[src/rtl/instruction_fetch_unit_pkg.sv]
// Shared CPU definitions for the instruction fetch path: word geometry and fetch FSM encoding.
package instruction_fetch_unit_pkg;

   localparam int BYTES_PER_INSTRUCTION = 5;
   localparam int INSTRUCTION_WIDTH     = 8 * BYTES_PER_INSTRUCTION;

   typedef enum logic [1:0] {
      IDLE  = 2'd0,
      ISSUE = 2'd1,
      DRAIN = 2'd2,
      DONE  = 2'd3
   } fetch_state_e;

endpackage

[src/rtl/instruction_fetch_unit_fetch_byte_assembler.sv]
// Shift-in assembler: bytes enter at the top of a shadow register so the first byte ends in [7:0];
// the visible word is only written on load, never with a partial value.
module fetch_byte_assembler #(
   parameter int BYTES = instruction_fetch_unit_pkg::BYTES_PER_INSTRUCTION
) (
   input  logic                 clk,
   input  logic                 reset,
   input  logic                 clear,
   input  logic                 capture,
   input  logic                 load,
   input  logic [7:0]           data,
   output logic [8*BYTES-1:0]   word
);

   localparam int W = 8 * BYTES;

   logic [W-1:0] shadow;
   logic [W-1:0] shifted;

   assign shifted = {data, shadow[W-1:8]};

   always_ff @(posedge clk or posedge reset) begin
      if (reset) begin
         shadow <= '0;
         word   <= '0;
      end else begin
         if (clear)
            shadow <= '0;
         else if (capture)
            shadow <= shifted;
         // load coincides with the final capture, so take the shifted value directly
         if (load)
            word <= shifted;
      end
   end

endmodule

[src/rtl/instruction_fetch_unit.sv]
// Fetches one multi-byte instruction from a 1-cycle-latency byte memory and presents it as a word.
//
// state | meaning
// IDLE  | waiting for fetchRequest
// ISSUE | one byte read strobe per cycle, address incrementing
// DRAIN | reads issued, collecting the remaining in-flight bytes
// DONE  | instructionBuffer valid, Complete pulse high
module instruction_fetch_unit #(
   parameter int BYTES_PER_INSTRUCTION = instruction_fetch_unit_pkg::BYTES_PER_INSTRUCTION,
   parameter int ADDRESS_WIDTH         = 32
) (
   input  logic                                 clk,
   input  logic                                 reset,
   input  logic                                 fetchRequest,
   input  logic [ADDRESS_WIDTH-1:0]             instructionAddress,
   input  logic                                 flush,
   output logic                                 busy,
   output logic                                 memReadEnable,
   output logic [ADDRESS_WIDTH-1:0]             memAddress,
   input  logic [7:0]                           memReadData,
   output logic [8*BYTES_PER_INSTRUCTION-1:0]   instructionBuffer,
   output logic                                 readInstructionStarting,
   output logic                                 readInstructionCompleting,
   output logic                                 readInstructionComplete
);

   import instruction_fetch_unit_pkg::*;

   localparam logic [2:0] LAST = 3'(BYTES_PER_INSTRUCTION);

   fetch_state_e state;
   logic [2:0]   issue_cnt;
   logic [2:0]   cap_cnt;
   logic         rd_pending;
   logic         accept;
   logic         clear;
   logic         load;

   assign accept = (state == IDLE) && fetchRequest && !flush;
   assign clear  = flush || accept;
   assign load   = (state == DRAIN) && rd_pending && (cap_cnt == LAST - 3'd1) && !flush;

   fetch_byte_assembler #(
      .BYTES(BYTES_PER_INSTRUCTION)
   ) u_assembler (
      .clk     (clk),
      .reset   (reset),
      .clear   (clear),
      .capture (rd_pending),
      .load    (load),
      .data    (memReadData),
      .word    (instructionBuffer)
   );

   always_ff @(posedge clk or posedge reset) begin
      if (reset) begin
         state                     <= IDLE;
         busy                      <= 1'b0;
         memReadEnable             <= 1'b0;
         memAddress                <= '0;
         readInstructionStarting   <= 1'b0;
         readInstructionCompleting <= 1'b0;
         readInstructionComplete   <= 1'b0;
         issue_cnt                 <= '0;
         cap_cnt                   <= '0;
         rd_pending                <= 1'b0;
      end else begin
         readInstructionStarting   <= 1'b0;
         readInstructionCompleting <= 1'b0;
         readInstructionComplete   <= 1'b0;
         rd_pending                <= memReadEnable;
         if (rd_pending)
            cap_cnt <= cap_cnt + 3'd1;

         if (flush && state != IDLE) begin
            state         <= IDLE;
            busy          <= 1'b0;
            memReadEnable <= 1'b0;
            rd_pending    <= 1'b0;
            issue_cnt     <= '0;
            cap_cnt       <= '0;
         end else begin
            // memory data trails the strobe by one cycle, so the last byte arrives one cycle before DONE
            if (rd_pending && cap_cnt == LAST - 3'd2)
               readInstructionCompleting <= 1'b1;
            case (state)
               IDLE: begin
                  if (accept) begin
                     state                   <= ISSUE;
                     busy                    <= 1'b1;
                     memReadEnable           <= 1'b1;
                     memAddress              <= instructionAddress;
                     issue_cnt               <= 3'd1;
                     cap_cnt                 <= '0;
                     readInstructionStarting <= 1'b1;
                  end
               end
               ISSUE: begin
                  if (issue_cnt == LAST) begin
                     memReadEnable <= 1'b0;
                     state         <= DRAIN;
                  end else begin
                     memAddress <= memAddress + ADDRESS_WIDTH'(1);
                     issue_cnt  <= issue_cnt + 3'd1;
                  end
               end
               DRAIN: begin
                  if (load) begin
                     state                   <= DONE;
                     readInstructionComplete <= 1'b1;
                     issue_cnt               <= '0;
                     cap_cnt                 <= '0;
                  end
               end
               DONE: begin
                  state <= IDLE;
                  busy  <= 1'b0;
               end
               default: begin
                  state <= IDLE;
                  busy  <= 1'b0;
               end
            endcase
         end
      end
   end

endmodule
[config.mk]
export PLATFORM = sky130hd
export DESIGN_NAME = instruction_fetch_unit
export DESIGN_NICKNAME = d
export VERILOG_FILES = /design/src/rtl/instruction_fetch_unit_pkg.sv /design/src/rtl/instruction_fetch_unit_fetch_byte_assembler.sv /design/src/rtl/instruction_fetch_unit.sv
export SDC_FILE = /design/constraint.sdc
export NUM_CORES = 1
export LEC_CHECK = 0
export CAP_MARGIN = 20
export CORE_AREA = 5 5 108 110
export CTS_CLUSTER_SIZE = 10
export DETAILED_ROUTE_END_ITERATION = 6
export DIE_AREA = 0 0 113 115
export HOLD_SLACK_MARGIN = 0.1
export PLACE_DENSITY = 0.81
export SLEW_MARGIN = 20
export SYNTH_ARGS = -nofsm -noshare
export SYNTH_HDL_FRONTEND = slang
export SYNTH_SLANG_ARGS = --single-unit
export TNS_END_PERCENT = 20
[constraint.sdc]
create_clock -name clk -period 11 [get_ports clk]
set_input_delay 1.65 -clock clk [delete_from_list [all_inputs] [get_ports clk]]
set_output_delay 1.65 -clock clk [all_outputs]
set_load 0.02 [all_outputs]
== Yosys cells after proc, flatten, opt, wreduce, memory -nomap -nowiden ==
Cells that the tools add are included.
Word-level totals
  register bits: 126
  output and inout port bits: 77
Operators by class
  reductions and logical operators: 21
  bitwise operators: 1
  equality and inequality tests: 12
  add/subtract/negate cells: 3
  multiplexer cells: 35
Operators with widths (number)
  two-way mux 40 bit: 2
  two-way mux 32 bit: 2
  case mux 32 bit (2 select lines): 1
  adder 32 x 1 -> 32 bit, second input constant: 1
  two-way mux 3 bit: 8
  two-way mux 1 bit: 13
  case mux 3 bit (3 select lines): 1
  two-way mux 2 bit: 4
  case mux 2 bit (4 select lines): 1
  AND reduction 4 bit: 2
  logical AND 1 bit: 7
  adder 3 x 1 -> 3 bit, second input constant: 2
  == test 3 bit, second input constant: 2
  != test 3 x 2 -> 1 bit, second input constant: 2
  != test 3 bit, second input constant: 2
  case mux 3 bit (2 select lines): 1
  AND reduction 3 bit: 2
  nonzero test 2 bit: 3
  nonzero test 3 bit: 2
  == test 2 bit, second input constant: 2
  != test 2 bit, second input constant: 2
  case mux 1 bit (2 select lines): 2
  nonzero test 4 bit: 1
  == test 3 x 2 -> 1 bit, second input constant: 1
  other kinds (6): 6

== Depth between registers and ports, before layout ==
Gate-level depths: netlist (run 1).
  depth after elaboration: 7
  depth in mapped cells: 9
  depth with buffers taken out: 7

== Modules after synthesis ==
Synthesis (run 1) repeated with hierarchy kept, for this count alone.
Unflattened totals
  cell total of the unflattened synthesis: 530
  area, all modules: 5789.3 sq um
By module, submodules not included
  instruction_fetch_unit: sequential area each 1151.1 sq um, times used 1, cells an instance 342, area each 2984.1 sq um
  fetch_byte_assembler: sequential area each 1801.7 sq um, times used 1, cells an instance 188, area each 2805.2 sq um

== Least setup slack after synthesis (run 1) ==
No wires, ideal clock.
  kind: input to register
  from: input port flush
  to: register memAddress[13]
  library setup time: 67 ps
  stages: 5
  data required time: 10933 ps
  slack: 7933 ps
  arrival time: 3000 ps
  path through: or4_4 -> buf_6 -> or4_1 -> a21oi_1 -> a221o_1
Between the ends
  cells in the longest elaborated chain, start to end: 4
  elaborated cells between the ends (all ways): 6
  classes of those cells: 1 x eq/ne; 1 x bitwise; 4 x reduce/logical
RTL lines
  start: declaration: RTL line instruction_fetch_unit.sv:16  | input logic flush,
  zero test 1 bit: RTL line instruction_fetch_unit.sv:39  | assign accept = (state == IDLE) && fetchRequest && !flush;
  logical AND 1 bit: RTL line instruction_fetch_unit.sv:39
  != test 2 bit (no source line)
  AND reduction 4 bit (no source line) *
  end signal: assignment: RTL line instruction_fetch_unit.sv:92  | memAddress <= instructionAddress;
  end signal: assignment: RTL line instruction_fetch_unit.sv:103  | memAddress <= memAddress + ADDRESS_WIDTH'(1);
  end: declaration: RTL line instruction_fetch_unit.sv:19  | output logic [ADDRESS_WIDTH-1:0] memAddress,
Every way passes the cells marked *; elsewhere a longest branch is shown, timed or not.
A chain may end at the register's enable or synchronous reset.

== Final worst setup path (run 1) ==
  from: input port flush
  to: register memAddress[15]
Same word-level chain as after synthesis.

==> impl_metrics.csv, run 1 <==
group,metric,value,unit
clock_tree,cts_setup_buffers,0,
synthesis,synth_ff_type,"dfrtp_1",
sta,fmax,261.4,MHz
global_route,grt_overflow,0,
synthesis,async_reset_ff_frac,1.000,
cells_and_area,syn_to_final_growth,32.96,%
routing,via_per_inst,5.913,
critical_path,crit_fanout,45,
cells_and_area,final_core_util,0.7055,
critical_path,path_buf_inv,1,
die,initial_core_util,0.5306,
synthesis,syn_area_per_cell,10.72,um^2
global_route,grt_pass1_wl,23.99,mm
synthesis,yosysWarnings,0,
routing,drc,0,
die,die-area,13000,um^2
status,status,"finished clean",
cells_and_area,final_common_cell,"clkdlybuf4s50_1",
critical_path,end_kind,"register",
critical_path,crit_chain,"clkdlybuf4s50_1 -> or4_4 -> nor2_1 -> a22oi_1 -> o21ai_0",
sta,relSlewSlack,0.2977,
die,fp-row-count,38,
sta,grt_setup_unrepaired,"no",
sta,layout_setup_ws,7.175,ns
die,fp.dieW,113,um
critical_path,cp-start-kind,"input pin",
clock_tree,clk_latency,0.52,ns
global_route,grt_pass1_vias,4794,
job,cap_violations,0,
critical_path,cp-startpoint,"flush",
die,die_h,115,um
sta,fin_tns_setup,0,ns
critical_path,worstPathArrival,4.25,ns
clock_tree,clk_pin_slew,0.06,ns
clock_tree,cts_max_path_buffers,2,
place,hpwlAfterDp,9.492,mm
sta,layout_min_cycle_time,3.825,ns
synthesis,synth_cell_types,49,
clock_tree,cts_tree,"done",
critical_path,crit-reg2reg-launch,"state[1]",
global_route,grt_max_degree,87,
power_and_ir_drop,power,1.981,mW
sta,setup_viol,0,
sta,period_share,0.3477,
die,core,10600,um^2
sta,worst_pin_slew,1.053,ns
synthesis,synth-seq-area-share,0.5249,
cells_and_area,final.fill_count,745,
routing,dr.pass1.iters,5,
cells_and_area,antennaDiodeCount,0,
power_and_ir_drop,vdd_drop_max,0.1410,mV
critical_path,slowest_delay,0.88,ns
power_and_ir_drop,leakage,3.311,nW
clock_tree,cts_made_buffers,17,
clock_tree,hold_buffers,0,
cells_and_area,nNetsFinal,690,
clock_tree,h-tree-depth,4,
place,place_ws,6.679,ns
cells_and_area,drive_above_1_share,0.1356,
worst_hold_path,hp-start,"u_assembler.word[32]",
clock_tree,clock-sinks,118,
sta,skew,0.01087,ns
sta,drv_slew,0,
die,io-pin-count,121,
critical_path,crit_type,"in -> reg",
synthesis,synth-seq-cells,118,
routing,postRouteAntennaNets,0,
routing,routed_wl,14.26,mm
synthesis,syn_inst,525,
sta,finalHoldViolations,0,
critical_path,cp.required,11.42,ns
critical_path,worst_path_max_delay_cell,"or4_4",
worst_hold_path,hp-class,"reg -> reg",
routing,dr_total_vias,4665,
synthesis,synth_area,5625,um^2
clock_tree,cts-root-buf,"clkbuf_8",
synthesis,synth_edf_count,0,
clock_tree,ctsResizeCount,0,
critical_path,crit_family,"simple AND/OR/NAND/NOR gates",
power_and_ir_drop,cellPowerDensity,264.9,nW/um^2
place,portBuffers,120,
synthesis,syn_nets,579,
cells_and_area,layout_common_cells,"120 x clkdlybuf4s50_1, 117 x dfrtp_1, 53 x nor2_1",
global_route,grt_use_total,0.2301,
routing,drtIter0Drc,460,
routing,drt-wirelength-per-cell,18.07,um
global_route,antenna_found_initial,0,
place,gp_congestion,0.9368,
## Yosys cell counts (4+ instances only)
cell type | count | area share
or3_1 | 9 | 0.010
inv_1 | 13 | 0.0087
nor3_1 | 13 | 0.012
a2bb2oi_1 | 4 | 0.0062
ha_1 | 10 | 0.022
a22oi_1 | 12 | 0.016
and3_1 | 10 | 0.011
mux2_2 | 41 | 0.082
o22ai_1 | 6 | 0.0067
nor2_1 | 53 | 0.035
mux2i_1 | 40 | 0.071
clkbuf_1 | 23 | 0.015
nand4_1 | 15 | 0.017
o21ai_0 | 26 | 0.023
a21oi_1 | 28 | 0.025
nor4_1 | 9 | 0.010
nand2_1 | 26 | 0.017
dfrtp_1 | 118 | 0.52
nand3_1 | 14 | 0.012
buf_1 | 5 | 0.0033
## stage by stage
stage | hold slack [ns] | area, um^2 | instances
after floorplan | 0.4747 | 5625 | 525
after global routing | 0.5122 | 7480 | 789
after detailed placement | 0.4944 | 6912 | 757
after CTS | 0.5053 | 7476 | 789
after global placement | 0.4882 | 6912 | 757
final | 0.5035 | 7480 | 789
## final cells by class
type,instances,area (um^2),share of cell area
sequential,118,2954,0.3949
multi-input combinational,362,2500,0.3342
timing repair buffer,124,1235,0.1651
clock buffer,20,435.4,0.05821
tap,140,175.2,0.02342
clock inverter,12,128.9,0.01723
inverter,13,51.30,0.006858
## layer usage
metal / track usage / part of all wire / vias to the layer above
met1: 0.2932 / 0.41 / 2290
li1: - / - / 2142
met2: 0.3657 / 0.48 / 211
met4: 0.08013 / 0.016 / 0
met5: 0 / 0 / -
met3: 0.08421 / 0.089 / 22
## cells by family (layout without fill, tap and decap cells)
logic type	Yosys count	count (layout)	synth area share
and+or+nand+nor	171	171	0.1548
DFF	118	118	0.5249
muxes	81	81	0.1532
AOI/OAI and AO/OA	99	99	0.1112
xor gates and xnor gates	1	1	0.001557
buffers and inverters	45	169	0.03203
adders and majority gates	10	10	0.02224
## registers in the layout, summed over array words and instances (netlist names)
signal	cells
issue_cnt	3
cap_cnt	3
memAddress	32
readInstructionCompleting	1
rd_pending	1
readInstructionStarting	1
state	2
u_assembler.shadow	32
busy	1
memReadEnable	1
readInstructionComplete	1
u_assembler.word	40
## final timing paths
kind / end / slack [ns] / cells after the start
setup / recovery: memAddress[15] / 7.17 / 5
hold / removal: u_assembler.word[32] / 0.50 / 1
setup reg to reg: memAddress[15] / 7.85 / 8
hold reg to reg: u_assembler.word[32] / 0.50 / 1
max in group asynchronous: rd_pending / 8.41 / 3
min in group asynchronous: memAddress[2] / 1.48 / 2
## where the power goes
part	switching, mW	leakage, nW	internal [mW]	total [mW]
combinational	0.397	1.50	0.352	0.749
clock	0.197	0.271	0.327	0.524
sequential	0.166	1.54	0.543	0.708
## worst reg2reg max path: stages (launching register included)
cell and delay [ns]:
dfrtp_1 0.43, inv_1 0.10, ha_1 0.18, buf_4 0.26
and3_4 0.27, or4_4 0.75, nor2_1 0.75, a22oi_1 0.16
o21ai_0 0.15
No activity file was read; power rests on OpenSTA's default activity.
==> inputs of run 2 (changes only) <==
--- a/config.mk
+++ b/config.mk
@@ -6,12 +6,12 @@
 export NUM_CORES = 1
 export LEC_CHECK = 0
 export CAP_MARGIN = 20
-export CORE_AREA = 5 5 108 110
+export CORE_AREA = 5 5 117 119
 export CTS_CLUSTER_SIZE = 10
 export DETAILED_ROUTE_END_ITERATION = 6
-export DIE_AREA = 0 0 113 115
+export DIE_AREA = 0 0 122 124
 export HOLD_SLACK_MARGIN = 0.1
-export PLACE_DENSITY = 0.81
+export PLACE_DENSITY = 0.72
 export SLEW_MARGIN = 20
 export SYNTH_ARGS = -nofsm -noshare
 export SYNTH_HDL_FRONTEND = slang
==> constraint.sdc (replaced) <==
create_clock -name clk -period 3.1 [get_ports clk]
set_input_delay 0.465 -clock clk [delete_from_list [all_inputs] [get_ports clk]]
set_output_delay 0.465 -clock clk [all_outputs]
set_load 0.02 [all_outputs]
==> run 2 against run 1 <==
Die area is 16% higher. Clock power grew to 3.6 times the previous value. Critical path depth is 2 higher. Global-route usage is 2.7 points lower. Via count is 0.90% lower. Worst setup slack worse by 6.6 ns. Critical path type is now reg -> reg. Critical endpoint is now memAddress[13]. Largest cell class unchanged. Highest routed layer unchanged.
==> impl_metrics.csv, run 2 (synthesis results as in run 1) <==
group,metric,value,unit
die,die_h,124,um
routing,drtIter0Drc,481,
cells_and_area,instances_no_fill,830,
die,fp.dieW,122,um
cells_and_area,layout.area.seq,2954,um^2
die,die-area,15130,um^2
cells_and_area,syn_to_final_growth,35.34,%
cells_and_area,multiInputGateArea,2500,um^2
sta,fin_tns_setup,0,ns
power_and_ir_drop,vdd_drop_max,0.4654,mV
sta,setup_viol,0,
clock_tree,clock-sinks,118,
global_route,use_met3,0.06222,
clock_tree,hold_buffers,0,
status,status,"finished clean",
critical_path,cp.required,3.45,ns
cells_and_area,final.fill_count,1041,
cells_and_area,fin_area,7614,um^2
sta,grt_setup_unrepaired,"no",
clock_tree,cts_made_buffers,17,
global_route,grt_use_total,0.2033,
power_and_ir_drop,p_seq_frac,0.337,
global_route,grt_max_degree,55,
clock_tree,cts_max_path_buffers,2,
power_and_ir_drop,power.internal,4.328,mW
sta,period_share,0.8277,
cells_and_area,largest_reg_flops,40,
critical_path,crit_chain,"inv_1 -> ha_1 -> nor2_1 -> or4_4 -> or4_1 -> a21oi_1 -> a221o_1",
global_route,top_usage_layer,"met2",
power_and_ir_drop,switching_power,2.769,mW
sta,drv_slew,0,
critical_path,crit_fanout,19,
critical_path,end_kind,"register",
cells_and_area,final_common_cell,"clkdlybuf4s50_1",
clock_tree,clk_latency,0.41,ns
routing,dr_total_vias,4623,
job,cap_violations,0,
clock_tree,cts_setup_buffers,0,
sta,skew,0.01080,ns
die,fp-row-count,41,
power_and_ir_drop,cellPowerDensity,932.2,nW/um^2
routing,drc,0,
cells_and_area,layout_common_cells,"120 x clkdlybuf4s50_1, 117 x dfrtp_1, 53 x nor2_1",
place,dp_cells,798,
sta,finalHoldViolations,0,
critical_path,crit_family,"simple AND/OR/NAND/NOR gates",
power_and_ir_drop,power_frac_clock,0.264,
routing,postRouteAntennaNets,0,
clock_tree,cts_tree,"done",
global_route,grt_overflow,0,
global_route,grt_pass1_vias,4734,
cells_and_area,largest_registers,"u_assembler.word x40, memAddress x32, u_assembler.shadow x32",
global_route,grt_use_met1,0.2672,
global_route,grt_pass1_wl,24.31,mm
sta,relSlewSlack,0.4820,
sta,layout_min_cycle_time,2.566,ns
critical_path,rrSetupSlack,0.53,ns
routing,routed_wl,14.49,mm
die,initial_core_util,0.4513,
die,core,12470,um^2
cells_and_area,antennaDiodeCount,0,
clock_tree,h-tree-depth,4,
cells_and_area,largest_register,"u_assembler.word",
global_route,antenna_found_initial,0,
routing,via_per_inst,5.570,
sta,fmax,389.7,MHz
critical_path,slowest_delay,0.63,ns
worst_hold_path,hp-class,"reg -> reg",
sta,hold_ws,0.5048,ns
critical_path,worst_path_max_delay_cell,"or4_4",
clock_tree,ctsResizeCount,0,
critical_path,path_buf_inv,1,
critical_path,cp-start-kind,"register",
cells_and_area,drive_above_1_share,0.1505,
routing,drt-wirelength-per-cell,17.45,um
place,gp_congestion,0.8536,
place,hpwlAfterDp,9.890,mm
die,io-pin-count,121,
routing,dr.pass1.iters,5,
cells_and_area,nNetsFinal,699,
place,portBuffers,120,
place,post_dp_cell_area,7046,um^2
global_route,met2_usage,0.3211,
power_and_ir_drop,combPwrFrac,0.399,
critical_path,crit_type,"reg -> reg",
clock_tree,clk_pin_slew,0.06,ns
power_and_ir_drop,leakage,3.363,nW
cells_and_area,final_core_util,0.6108,
clock_tree,cts-root-buf,"clkbuf_16",
power_and_ir_drop,swShare,0.3902,
sta,worst_pin_slew,0.7753,ns
critical_path,worstPathArrival,2.91,ns
[run 2: power by group through the flow]
| stage | Clock, mW | Sequential (mW) | Combinational [mW] |
|---|---|---|---|
| after floorplan | 0 | 2.64 | 1.47 |
| after global placement | 0 | 2.37 | 2.75 |
| after detailed placement | 0 | 2.41 | 2.83 |
| after CTS | 1.92 | 2.38 | 2.84 |
| after global routing | 1.99 | 2.46 | 3.09 |
| final | 1.88 | 2.39 | 2.83 |
[run 2: path summary, 6_finish.rpt]
| path | start | cells past startpoint | endpoint |
|---|---|---|---|
| worst min-delay path | u_assembler.word[27] | 1 | u_assembler.word[27] |
| worst max-delay path | state[1] | 7 | memAddress[13] |
| max in group asynchronous | reset | 3 | u_assembler.shadow[9] |
| min in group asynchronous | reset | 2 | u_assembler.word[5] |
| worst max register to register | state[1] | 7 | memAddress[13] |
| worst min register to register | u_assembler.word[27] | 1 | u_assembler.word[27] |
[run 2: metrics by stage]
stage	total power [mW]	setup WS, ns
after floorplan	4.111	0.8138
after global routing	7.546	0.3775
after global placement	5.116	0.6471
after detailed placement	5.233	0.5558
final	7.097	0.5342
after CTS	7.142	0.5522
[run 2: layout make-up]
type,instances,area share
flip-flops and latches,118,0.3880
multi-input cells,362,0.3283
clock buffers,17,0.05588
inverters,13,0.006902
well taps,172,0.02827
repair buffers,133,0.1739
clock inverters,15,0.01873
[run 2: worst reg2reg max path, delay by kind of cell, from the launching register on]
family | cells | cell delay, ns
compound gates | 2 | 0.28
fa+ha+maj | 1 | 0.41
buf+inv | 1 | 0.11
flops | 1 | 0.43
simple gates | 3 | 1.27
[run 2: routing by layer]
metal	wire length (um)	share of wire
met1	6340	0.44
met2	6871	0.47
met3	1108	0.076
met4	165	0.011
met5	0	0
==> patch: new RTL, config.mk and constraints of run 2 <==
`BYTES_PER_INSTRUCTION`: 5 -> 4.
--- a/src/rtl/instruction_fetch_unit_pkg.sv
+++ b/src/rtl/instruction_fetch_unit_pkg.sv
@@ -2,5 +2,5 @@
 package instruction_fetch_unit_pkg;
 
-   localparam int BYTES_PER_INSTRUCTION = 5;
+   localparam int BYTES_PER_INSTRUCTION = 4;
    localparam int INSTRUCTION_WIDTH     = 8 * BYTES_PER_INSTRUCTION;
 
Ports: changed (resized instructionBuffer); port bits go from 121 to 113. No check against the original RTL was run, so the function may have changed too.
==> patch against run 2 <==
  * Sequential power down 10%
  * Count of clock-buffer cells in the layout down 8
  * Non-clock buffer count is 10 lower
  * Power shrank 17%
  * Die area unchanged
  * Wire length is 3.3% lower
  * Final cell count is 2.2% higher
  * Hold slack got worse by 0.17 ns
  * Worst setup slack got worse by 0.030 ns
  * Clock power is 39% lower
  * Cell area decreased by 12%
  * Area after synthesis fell by 10%
  * Sequential cell count decreased by 16
  * Critical path type unchanged
  * Largest cell class unchanged
  * Highest routed layer unchanged
==> patch: results (changes against run 2) <==
hold slack final=0.332 ns (-0.173 ns); Mapped Nets=623 (+7.6%); status=finished clean; placed cells=832 (+4.3%); Cells after Synth=569 (+8.4%); skew final=0.00836 ns (-0.00244 ns); I/O Buffers=112 (-6.7%); crit path max fanout=21 (+2); vias in the first global route=4,588 (-3.1%); worst min path class=in2async; post-DR vias/cell=5.46 (-2.0%); GRT Resource Usage Total=19.1% (-1.2 points); reg2reg path depth=8 (+1); synth top area cells=dfrtp_1 51%, nand2_1 10%, mux2i_1 5.7%; sequential fraction of the synthesis area=50.5% (-2.0 points); Finished Layout Cells=848 (+2.2%); initial drt markers=460 (-4.4%); DP Area=6370 um2 (-9.6%); slew margin rel.=37.1% (-11 points); worst r2r src=state[0]; leakage power=3.00 nW (-11%); number of H-tree branching levels=3 (-1); Routed WL=14,000 um (-3.3%); Reg-to-Reg End=memAddress[31]; Inserted Clock Buffers=9 (-8); Skew-Pair Late Insertion Delay=0.36 ns (-0.05 ns); first-pass GRT wire length=23,100 um (-5.0%); Commonest cells post-synth=134 x nand2_1, 102 x dfrtp_1, 51 x nor2_1, 31 x a21oi_1, 29 x mux2i_1
==> patch: cell count changes after synthesis, moves of 5 or more <==
cell and delta:
a22oi_1 -10, nand2_1 +108, o21ai_0 -7, mux2_2 -40
dfrtp_1 -16, a2bb2oi_1 +5, nand3_1 +12, mux2i_1 -11
==> patch: worst max-delay path, cell delays in order, from the launching register on <==
cell	delay, ns
dfrtp_1	0.43
inv_1	0.09
ha_1	0.37
nor2b_1	0.26
or4_1	0.58
buf_4	0.24
nor3_1	0.20
a211oi_1	0.11
nor3_1	0.22
==> patch: power by group <==
part / switching (W) / internal (W)
logic: 0.00147 / 0.00117
clock network: 0.000570 / 0.000573
registers: 0.000445 / 0.00169
==> patch: stage by stage <==
step                utilization (%)  total power, W
finish                         53.5         0.00592
global route                   53.5         0.00630
CTS                            53.5         0.00594
detailed placement             51.1         0.00478
global placement               51.1         0.00469
floorplan                         -         0.00373
==> patch: worst max path at each step <==
stage                      start             end  slack (ns)  depth (start not counted)
floorplan               state[0]  memAddress[30]        0.88                          8
finish                  state[0]  memAddress[31]        0.50                          8
CTS                     state[0]  memAddress[31]        0.53                          8
global route            state[1]  memAddress[31]        0.31                          8
global placement    fetchRequest  memAddress[26]        0.53                          7
detailed placement  fetchRequest  memAddress[31]        0.50                          7
==> patch: cell families (layout without fill, tap and decap cells) <==
| logic type | Yosys count | count (layout) | synth area share [%] |
|---|---|---|---|
| and+or+nand+nor | 283 | 283 | 25.0 |
| DFF | 102 | 102 | 50.5 |
| AOI/OAI and AO/OA | 98 | 98 | 12.5 |
| buffers and inverters | 45 | 152 | 3.39 |
| muxes | 30 | 30 | 5.97 |
| adders and majority gates | 10 | 10 | 2.48 |
| xor gates and xnor gates | 1 | 1 | 0.173 |
==> patch: layer usage <==
layer	track usage, %	wire (um)	vias to the layer above
li1	-	-	2190
met1	24.3	5890	2250
met2	31.3	6780	171
met3	5.31	1100	19
met4	7.35	241	0
met5	0	0	-
==> patch: cell type report <==
cell class,instances,area [um2],area share [%]
clock buffers,9,225,3.38
repair buffers,123,1220,18.2
well taps,172,215,3.23
flip-flops and latches,102,2550,38.3
inverters,13,52.6,0.788
multi-input cells,422,2340,35.0
clock inverters,7,71.3,1.07
